`config.mk`:
```
export PLATFORM = sky130hd
export DESIGN_NAME = ticket_issue_arbiter
export DESIGN_NICKNAME = d
export VERILOG_FILES = /design/src/rtl/ticket_issue_arbiter.sv
export SDC_FILE = /design/constraint.sdc
export NUM_CORES = 1
export LEC_CHECK = 0
export CAP_MARGIN = 20
export CORE_MARGIN = 2
export CORE_UTILIZATION = 45
export DETAILED_ROUTE_END_ITERATION = 8
export GPL_TIMING_DRIVEN = 0
export PLACE_DENSITY = 0.72
export SYNTH_ARGS = -nofsm -noshare
export SYNTH_HDL_FRONTEND = slang
export SYNTH_SLANG_ARGS = --single-unit
```
`constraint.sdc`:
```
create_clock -name clk_i -period 2.4 [get_ports clk_i]
set_input_delay 0.72 -clock clk_i [delete_from_list [all_inputs] [get_ports clk_i]]
set_output_delay 0.72 -clock clk_i [all_outputs]
set_load 0.01 [all_outputs]
```
`src/rtl/ticket_issue_arbiter.sv`:
```
// ticket_issue_arbiter: round-robin share of one ticket printer and one change dispenser among N_REQ counters
//   clk_i, rst_ni              clock (rising edge), asynchronous active-low reset
//   req_i/stn_i/chg_i          per-counter request, station code (2 bits each), change owed (CHG_W each)
//   prn_done_i                 printer completion pulse
//   ack_o/nak_o                one-cycle per-counter issue / reject pulses
//   prn_start_o/prn_stn_o      printer start pulse and latched station code
//   chg_vld_o/chg_val_o        dispenser pulse and amount
//   busy_o/gnt_id_o/err_o      not idle, counter being served, sticky printer timeout
module ticket_issue_arbiter #(
    parameter int N_REQ   = 3,
    parameter int CHG_W   = 3,
    parameter int TIMEOUT = 16
) (
    input  logic                   clk_i,
    input  logic                   rst_ni,
    input  logic [N_REQ-1:0]       req_i,
    input  logic [2*N_REQ-1:0]     stn_i,
    input  logic [CHG_W*N_REQ-1:0] chg_i,
    input  logic                   prn_done_i,
    output logic [N_REQ-1:0]       ack_o,
    output logic [N_REQ-1:0]       nak_o,
    output logic                   prn_start_o,
    output logic [1:0]             prn_stn_o,
    output logic                   chg_vld_o,
    output logic [CHG_W-1:0]       chg_val_o,
    output logic                   busy_o,
    output logic [1:0]             gnt_id_o,
    output logic                   err_o
);
    localparam int CNT_W = $clog2(TIMEOUT);
    typedef enum logic [2:0] {IDLE, START, WAIT, CHG, DONE} state_t;
    state_t             state_q, state_d;
    logic [1:0]         id_q, id_d, rr_q, rr_d, stn_q, stn_d, pick, stn_sel;
    logic [CHG_W-1:0]   chg_q, chg_d, chg_sel;
    logic [CNT_W-1:0]   cnt_q, cnt_d;
    logic               rej_q, rej_d, err_q, err_d;
    logic [2:0]         idx;
    logic [N_REQ-1:0]   oh;
    logic [N_REQ-1:0]   ack_q, ack_d, nak_q, nak_d;
    logic               prn_start_q, prn_start_d, chg_vld_q, chg_vld_d, busy_q, busy_d;
    logic [1:0]         prn_stn_q, prn_stn_d, gnt_id_q, gnt_id_d;
    logic [CHG_W-1:0]   chg_val_q, chg_val_d;
    // Walk from the farthest candidate to the nearest so the one closest to rr_q wins.
    always_comb begin
        pick = '0;
        idx  = '0;
        for (int k = N_REQ - 1; k >= 0; k--) begin
            idx = {1'b0, rr_q} + 3'(k);
            idx = (idx >= 3'(N_REQ)) ? idx - 3'(N_REQ) : idx;
            if (req_i[idx[1:0]]) pick = idx[1:0];
        end
    end
    always_comb begin
        stn_sel = '0;
        chg_sel = '0;
        for (int j = 0; j < N_REQ; j++) begin
            if (pick == 2'(j)) begin
                stn_sel = stn_i[2*j +: 2];
                chg_sel = chg_i[CHG_W*j +: CHG_W];
            end
        end
    end
    always_comb begin
        state_d = state_q;
        id_d    = id_q;
        stn_d   = stn_q;
        chg_d   = chg_q;
        rej_d   = rej_q;
        cnt_d   = cnt_q;
        rr_d    = rr_q;
        err_d   = err_q;
        case (state_q)
            IDLE: if (|req_i) begin
                state_d = START;
                id_d    = pick;
                stn_d   = stn_sel;
                chg_d   = chg_sel;
            end
            START: begin
                state_d = (stn_q == 2'd0) ? DONE : WAIT;
                rej_d   = (stn_q == 2'd0);
                cnt_d   = '0;
            end
            // Checking one step early makes the abort land exactly TIMEOUT cycles after prn_start.
            WAIT: begin
                cnt_d = cnt_q + CNT_W'(1);
                if (prn_done_i) begin
                    state_d = CHG;
                end else if (cnt_q == CNT_W'(TIMEOUT - 2)) begin
                    state_d = DONE;
                    rej_d   = 1'b1;
                    err_d   = 1'b1;
                end
            end
            CHG:  state_d = DONE;
            DONE: begin
                state_d = IDLE;
                rej_d   = 1'b0;
                rr_d    = (id_q == 2'(N_REQ - 1)) ? 2'd0 : id_q + 2'd1;
            end
            default: state_d = IDLE;
        endcase
        // Outputs are registered, so they are derived from the state being entered.
        oh          = {{(N_REQ-1){1'b0}}, 1'b1} << id_d;
        busy_d      = (state_d != IDLE);
        gnt_id_d    = busy_d ? id_d : 2'd0;
        prn_stn_d   = busy_d ? stn_d : 2'd0;
        prn_start_d = (state_d == START) && (stn_d != 2'd0);
        chg_vld_d   = (state_d == CHG) && (chg_d != '0);
        chg_val_d   = chg_vld_d ? chg_d : '0;
        ack_d       = (state_d == DONE && !rej_d) ? oh : '0;
        nak_d       = (state_d == DONE && rej_d) ? oh : '0;
    end
    always_ff @(posedge clk_i or negedge rst_ni) begin
        if (!rst_ni) begin
            state_q     <= IDLE;
            id_q        <= '0;
            stn_q       <= '0;
            chg_q       <= '0;
            rej_q       <= 1'b0;
            cnt_q       <= '0;
            rr_q        <= '0;
            err_q       <= 1'b0;
            ack_q       <= '0;
            nak_q       <= '0;
            prn_start_q <= 1'b0;
            prn_stn_q   <= '0;
            chg_vld_q   <= 1'b0;
            chg_val_q   <= '0;
            busy_q      <= 1'b0;
            gnt_id_q    <= '0;
        end else begin
            state_q     <= state_d;
            id_q        <= id_d;
            stn_q       <= stn_d;
            chg_q       <= chg_d;
            rej_q       <= rej_d;
            cnt_q       <= cnt_d;
            rr_q        <= rr_d;
            err_q       <= err_d;
            ack_q       <= ack_d;
            nak_q       <= nak_d;
            prn_start_q <= prn_start_d;
            prn_stn_q   <= prn_stn_d;
            chg_vld_q   <= chg_vld_d;
            chg_val_q   <= chg_val_d;
            busy_q      <= busy_d;
            gnt_id_q    <= gnt_id_d;
        end
    end
    assign ack_o       = ack_q;
    assign nak_o       = nak_q;
    assign prn_start_o = prn_start_q;
    assign prn_stn_o   = prn_stn_q;
    assign chg_vld_o   = chg_vld_q;
    assign chg_val_o   = chg_val_q;
    assign busy_o      = busy_q;
    assign gnt_id_o    = gnt_id_q;
    assign err_o       = err_q;
endmodule
```
==> flow_metrics.tcl, run 1 <==
set metrics [dict create \
    status "completed" \
    min_to "err_o" \
    path_class "input port to flip-flop" \
    yosys_warnings 0 \
    nets 233 \
    portBuffers 37 \
    core_area_sq_um 3660 \
    cts.sinks 34 \
    critical_path.max_fanout 10 \
    end_kind "flip-flop" \
    crit_chain "clkdlybuf4s50_1, nand2b_1, a21oi_1, o221ai_4, o21ai_4, nand2b_4, nor2_1" \
    cts-buffers-inserted 5 \
    io_pins 38 \
    dieArea_sq_um 4320 \
    regToRegStartpoint "rr_q[0]" \
    synth_fp_nets 188 \
    clk_latency_ns 0.28 \
    synth_area_leaders "dfrtp_1 50%, o21ai_0 4.1%, ha_1 3.6%, nand2_1 3.3%, nor2_1 3.3%" \
    synthTopCellsByCount "34 x dfrtp_1, 15 x nand2_1, 15 x nor2_1" \
    synth.avg_cell_area_sq_um 10.6 \
    ys_seq_area_frac 0.496 \
    synth-seq-cells 34 \
    viasPerCell 5.40 \
    globalRouteOverflowTotal 0 \
    final_area_sq_um 2270 \
    diodes 0 \
    hold_violations 0 \
    worst_slew_pin_slew_ns 0.746 \
    max_stage_delay_ns 0.46 \
    maxCapViolCount 0 \
    fill_cells 300 \
    fp.dieW_microns 65.7 \
    drt_wl_total_mm 3.86 \
    htree_levels 2 \
    critPathLaunchType "input port" \
    dp_hpwl_mm 2.87 \
    first_pass_iters 4 \
    async_reset_ff_frac 1.00 \
    clock_tree.root_cell "clkbuf_8" \
    yosysTopAreaCell "dfrtp_1" \
    synth_top_area_frac 0.496 \
    arrival_ns 2.42 \
    initial_utilization 0.468 \
    max_slew_margin 0.503 \
    synth_cell_types 49 \
    irDropWorstVdd_mv 0.633 \
    postCtsHoldBufs 0 \
    grt_max_degree 35 \
    finalCriticalPeriod_ns 2.26 \
    synth_edf_count 0 \
    worst_hold_path_type "flip-flop to flip-flop" \
    drc 0 \
    rows 22 \
    placed_cell_area_sq_um 2140 \
    post-route-util 0.620 \
    cp.required_ns 2.56 \
    syn_inst 162 \
    ant_nets 0 \
    cts_buffer_depth 2 \
    drive_above_1_share 0.139 \
    antenna_found_initial 0 \
    drt_iter0_markers 52 \
    worst_hold_startpoint "err_o" \
    place_congestion 0.808 \
    finClkSkew_ns 0.00386 \
    drv_slew 0 \
    reg2regPathDepth 8 \
    p_per_area_nw_per_um2 1280 \
    rsz0062_at_grt "no" \
    grt_first_pass_wirelength_mm 6.72 \
    area_growth_syn_to_layout_pct 32.5 \
    r2r_slack_ns 0.29 \
    r2r_end "prn_start_o" \
    yosysMostFrequentCell "dfrtp_1" \
    p_leak_nw 1.02 \
    grt_pass1_vias 1448 \
    clk_pin_slew_ns 0.06 \
    wl_per_cell_microns 15.1 \
    vias 1382 \
    track_usage 0.207 \
    synth.cell_area_sq_um 1710 \
    cp_slowest_cell "clkdlybuf4s50_1" \
    min_period_over_period 0.943 \
    hold_depth 1 \
    fp.dieH_microns 65.7 \
    tritoncts "done" \
    max_freq_ghz 0.442 \
    setup_viol 0 \
    ys.flop_type "dfrtp_1" \
]
==> critical path: cells and delay by family <==
family / cells / cell delay [ns]
AO/OA/AOI/OAI: 3 / 0.83
buffers and inverters: 1 / 0.46
AND/OR/NAND/NOR: 3 / 0.40
==> flip-flops by register name, indices dropped and copies added, names as in the netlist, 2 cells and up <==
| signal | flops |
|---|---|
| cnt_q | 4 |
| ack_o | 3 |
| chg_q | 3 |
| chg_val_o | 3 |
| nak_o | 3 |
| state_q | 3 |
| gnt_id_o | 2 |
| id_q | 2 |
| prn_stn_o | 2 |
| rr_q | 2 |
| stn_q | 2 |
==> per-stage QoR <==
stage | instances | total power [W] | worst slack [ns] | setup TNS (ns) | hold WS, ns
floorplan | 162 | 0.00194 | 0.472 | 0 | 0.424
global placement | 247 | 0.00233 | -0.203 | -3.01 | 0.445
detailed placement | 247 | 0.00239 | -0.294 | -2.78 | 0.450
CTS | 256 | 0.00292 | 0.0621 | 0 | 0.474
global route | 256 | 0.00316 | 0.0316 | 0 | 0.501
finish | 256 | 0.00292 | 0.137 | 0 | 0.470
==> cell families (layout without fill, tap and decap cells) <==
group / after synthesis / in the layout / share of synthesized area
AOI/OAI and AO/OA: 52 / 52 / 0.227
adders and majority gates: 5 / 5 / 0.0365
buffers and inverters: 14 / 60 / 0.0365
muxes: 5 / 5 / 0.0314
and+or+nand+nor: 52 / 52 / 0.172
DFF: 34 / 34 / 0.496
==> report_power, final <==
group / switching [W] / leakage, nW / internal (W)
clock: 0.000190 / 0.0524 / 0.000310
combinational: 0.000821 / 0.525 / 0.000673
sequential: 0.000146 / 0.442 / 0.000777
==> routing by layer <==
metal | GRT usage | wire length [microns]
met3 | 0.0394 | 198
met4 | 0.0911 | 30
met2 | 0.356 | 2020
met5 | 0 | 0
met1 | 0.252 | 1620
==> worst max-delay path by stage <==
stage	endpoint	from	slack, ns
floorplan	prn_start_o	rr_q[0]	0.47
global placement	ack_o[0]	req_i[2]	-0.20
detailed placement	ack_o[0]	req_i[2]	-0.29
CTS	prn_stn_o[1]	req_i[0]	0.06
global route	nak_o[1]	req_i[0]	0.03
finish	nak_o[1]	req_i[0]	0.14
==> repair_timing <==
action / CTS / global route
gates cloned: 0 / 0
buffers inserted: 1 / 0
pin swaps: 1 / 0
endpoints found under the setup margin: 1 / 7
gates resized for setup: 0 / 4
==> cell type report <==
cell class | count | area [sq um] | share of cell area
clock buffers | 7 | 76.3 | 0.0336
clock inverters | 1 | 30.0 | 0.0132
flip-flops and latches | 34 | 851 | 0.375
repair buffers | 38 | 375 | 0.165
well taps | 48 | 60.1 | 0.0264
plain buffers | 5 | 28.8 | 0.0127
multi-input cells | 114 | 816 | 0.359
inverters | 9 | 33.8 | 0.0149
==> cell usage in the layout (no fill, tap or decap), types with 2 or more instances in the layout <==
cell	count
and2_1	3
o21a_1	2
a221oi_1	2
o211ai_1	2
nand2b_1	2
nor2_1	15
dfrtp_1	34
inv_1	8
mux2i_1	3
o21ai_0	13
clkbuf_1	3
clkbuf_8	5
a21o_1	5
mux2i_2	2
o22ai_1	2
and3_1	2
ha_1	5
buf_2	3
nand2_1	15
a21oi_1	11
nor3_2	2
clkdlybuf4s50_1	35
nor3_1	2
No activity file was read; power rests on OpenSTA's default activity.
==> inputs of run 2 (changes only) <==
--- a/config.mk
+++ b/config.mk
@@ -6,7 +6,6 @@
 export NUM_CORES = 1
 export LEC_CHECK = 0
 export CAP_MARGIN = 20
-export CORE_MARGIN = 2
 export CORE_UTILIZATION = 45
 export DETAILED_ROUTE_END_ITERATION = 8
 export GPL_TIMING_DRIVEN = 0
==> run 2 against run 1 <==
Clock power is 15% lower. Non-clock buffer count is 1 higher. Sequential share of layout area is 0.27 points higher. Sequential power hardly changed. Worst hold slack worse by 0.0073 ns. Global-route usage is 0.42 points lower. Largest power group unchanged. Critical path depth stayed put. Critical path type unchanged. Sequential cell count stayed put.
==> flow_metrics.tcl, run 2 (same netlist as run 1, synthesis figures left out) <==
set metrics [dict create \
    portBuffers 37 \
    maxCapViolCount 0 \
    initial_utilization 0.468 \
    placed_cell_area_sq_um 2140 \
    hold_violations 0 \
    drive_above_1_share 0.144 \
    htree_levels 2 \
    final.setup.worst_slack_ns 0.0883 \
    clk_latency_ns 0.28 \
    dp_hpwl_mm 2.74 \
    tritoncts "done" \
    dpl.cell_count 247 \
    cp.required_ns 2.57 \
    fp.dieW_microns 63.7 \
    cts.sinks 34 \
    drt_wl_total_mm 3.74 \
    area_growth_syn_to_layout_pct 31.5 \
    p_per_area_nw_per_um2 1270 \
    first_pass_iters 4 \
    final_area_sq_um 2250 \
    grt_max_degree 35 \
    cts_buffer_depth 2 \
    core_area_sq_um 3660 \
    p_leak_nw 1.01 \
    fp.dieH_microns 63.7 \
    cts-buffers-inserted 5 \
    diodes 0 \
    hold_depth 1 \
    vias 1403 \
    finClkSkew_ns 0.00262 \
    r2r_slack_ns 0.26 \
    min_period_over_period 0.963 \
    ant_nets 0 \
    antenna_found_initial 0 \
    postCtsHoldBufs 0 \
    drv_slew 0 \
    wl_per_cell_microns 14.5 \
    clock_tree.root_cell "clkbuf_8" \
    grt_pass1_vias 1352 \
    final_cell_mix "36 x clkdlybuf4s50_1, 34 x dfrtp_1, 15 x nand2_1, 15 x nor2_1, 13 x o21ai_0" \
    critPathLaunchType "input port" \
    place_congestion 0.843 \
    instances_no_fill 257 \
    max_freq_ghz 0.433 \
    arrival_ns 2.48 \
    io_pins 38 \
    worst_slew_pin_slew_ns 0.764 \
    rows 22 \
    setup_viol 0 \
    dieArea_sq_um 4060 \
    max_slew_margin 0.490 \
    drt_iter0_markers 45 \
    rsz0062_at_grt "no" \
    end_kind "flip-flop" \
    globalRouteOverflowTotal 0 \
    worst_hold_path_type "flip-flop to flip-flop" \
    finalCriticalPeriod_ns 2.31 \
    status "completed" \
    viasPerCell 5.46 \
    nets 234 \
    final_common_cell "clkdlybuf4s50_1" \
    clk_pin_slew_ns 0.07 \
    critical_path.max_fanout 10 \
    path_class "input port to flip-flop" \
    drc 0 \
    grt_first_pass_wirelength_mm 6.18 \
    largest_reg_flops 4 \
    irDropWorstVdd_mv 0.752 \
    reg2regPathDepth 8 \
    top_register "cnt_q" \
    track_usage 0.203 \
    pre_cts_ws_ns -0.305 \
    whs_ns 0.463 \
]
==> run 2: cell types whose count changed in the layout (fill, tap and decap cells not counted) <==
cell,before,now
clkbuf_1,3,2
buf_4,1,2
clkdlybuf4s50_1,35,36
dlymetal6s2s_1,1,0
mux2i_2,2,0
mux2i_1,3,4
o221ai_2,0,1
clkbuf_8,5,6
mux2i_4,0,1
o221ai_4,1,0
bufinv_16,1,0
clkinv_2,0,1
==> run 2: timing repair <==
| item | CTS | global route |
|---|---|---|
| endpoints found under the setup margin | 1 | 3 |
| resized for setup | 0 | 2 |
| buffers inserted | 2 | 0 |
| cloned | 0 | 0 |
| pin swaps | 1 | 0 |
==> run 2: layout make-up <==
cell class,instances,area [sq um]
repair buffers,39,380
inverters,9,33.8
well taps,48,60.1
fillers,285,1410
clock inverters,1,5.00
multi-input cells,114,810
flip-flops and latches,34,851
plain buffers,5,28.8
clock buffers,7,86.3
==> run 2: worst paths after layout <==
kind,from,endpoint
setup / recovery,req_i[2],nak_o[1]
hold / removal,err_o,err_o
setup reg to reg,rr_q[0],prn_start_o
hold reg to reg,err_o,err_o
max in group asynchronous,rst_ni,ack_o[2]
min in group asynchronous,rst_ni,chg_q[1]
==> run 2: metrics by stage <==
stage | total power, W | TNS (ns) | util
finish | 0.00286 | 0 | 0.616
global route | 0.00306 | 0 | 0.616
detailed placement | 0.00238 | -2.61 | 0.584
global placement | 0.00233 | -2.66 | 0.586
CTS | 0.00285 | 0 | 0.613
floorplan | 0.00194 | 0 | -
==> run 2: report_power, final <==
part / internal [W] / switching, W / leakage (nW)
logic: 0.000688 / 0.000818 / 0.520
registers: 0.000776 / 0.000147 / 0.442
clock network: 0.000231 / 0.000197 / 0.0482
total: 0.00170 / 0.00116 / 1.01
==> run 2: metal layers <==
layer | part of all wire | vias to the layer above | GRT usage
li1 | - | 666 | -
met1 | 0.43 | 676 | 0.241
met2 | 0.50 | 54 | 0.339
met3 | 0.057 | 7 | 0.0688
met4 | 0.014 | 0 | 0.0739
met5 | 0 | - | 0
==> run 2: worst max-delay path, stage by stage <==
cell	delay (ns)
clkdlybuf4s50_1	0.60
nor3_2	0.11
or4_4	0.42
buf_6	0.17
o21ai_4	0.24
nand2b_4	0.18
nor2_1	0.04
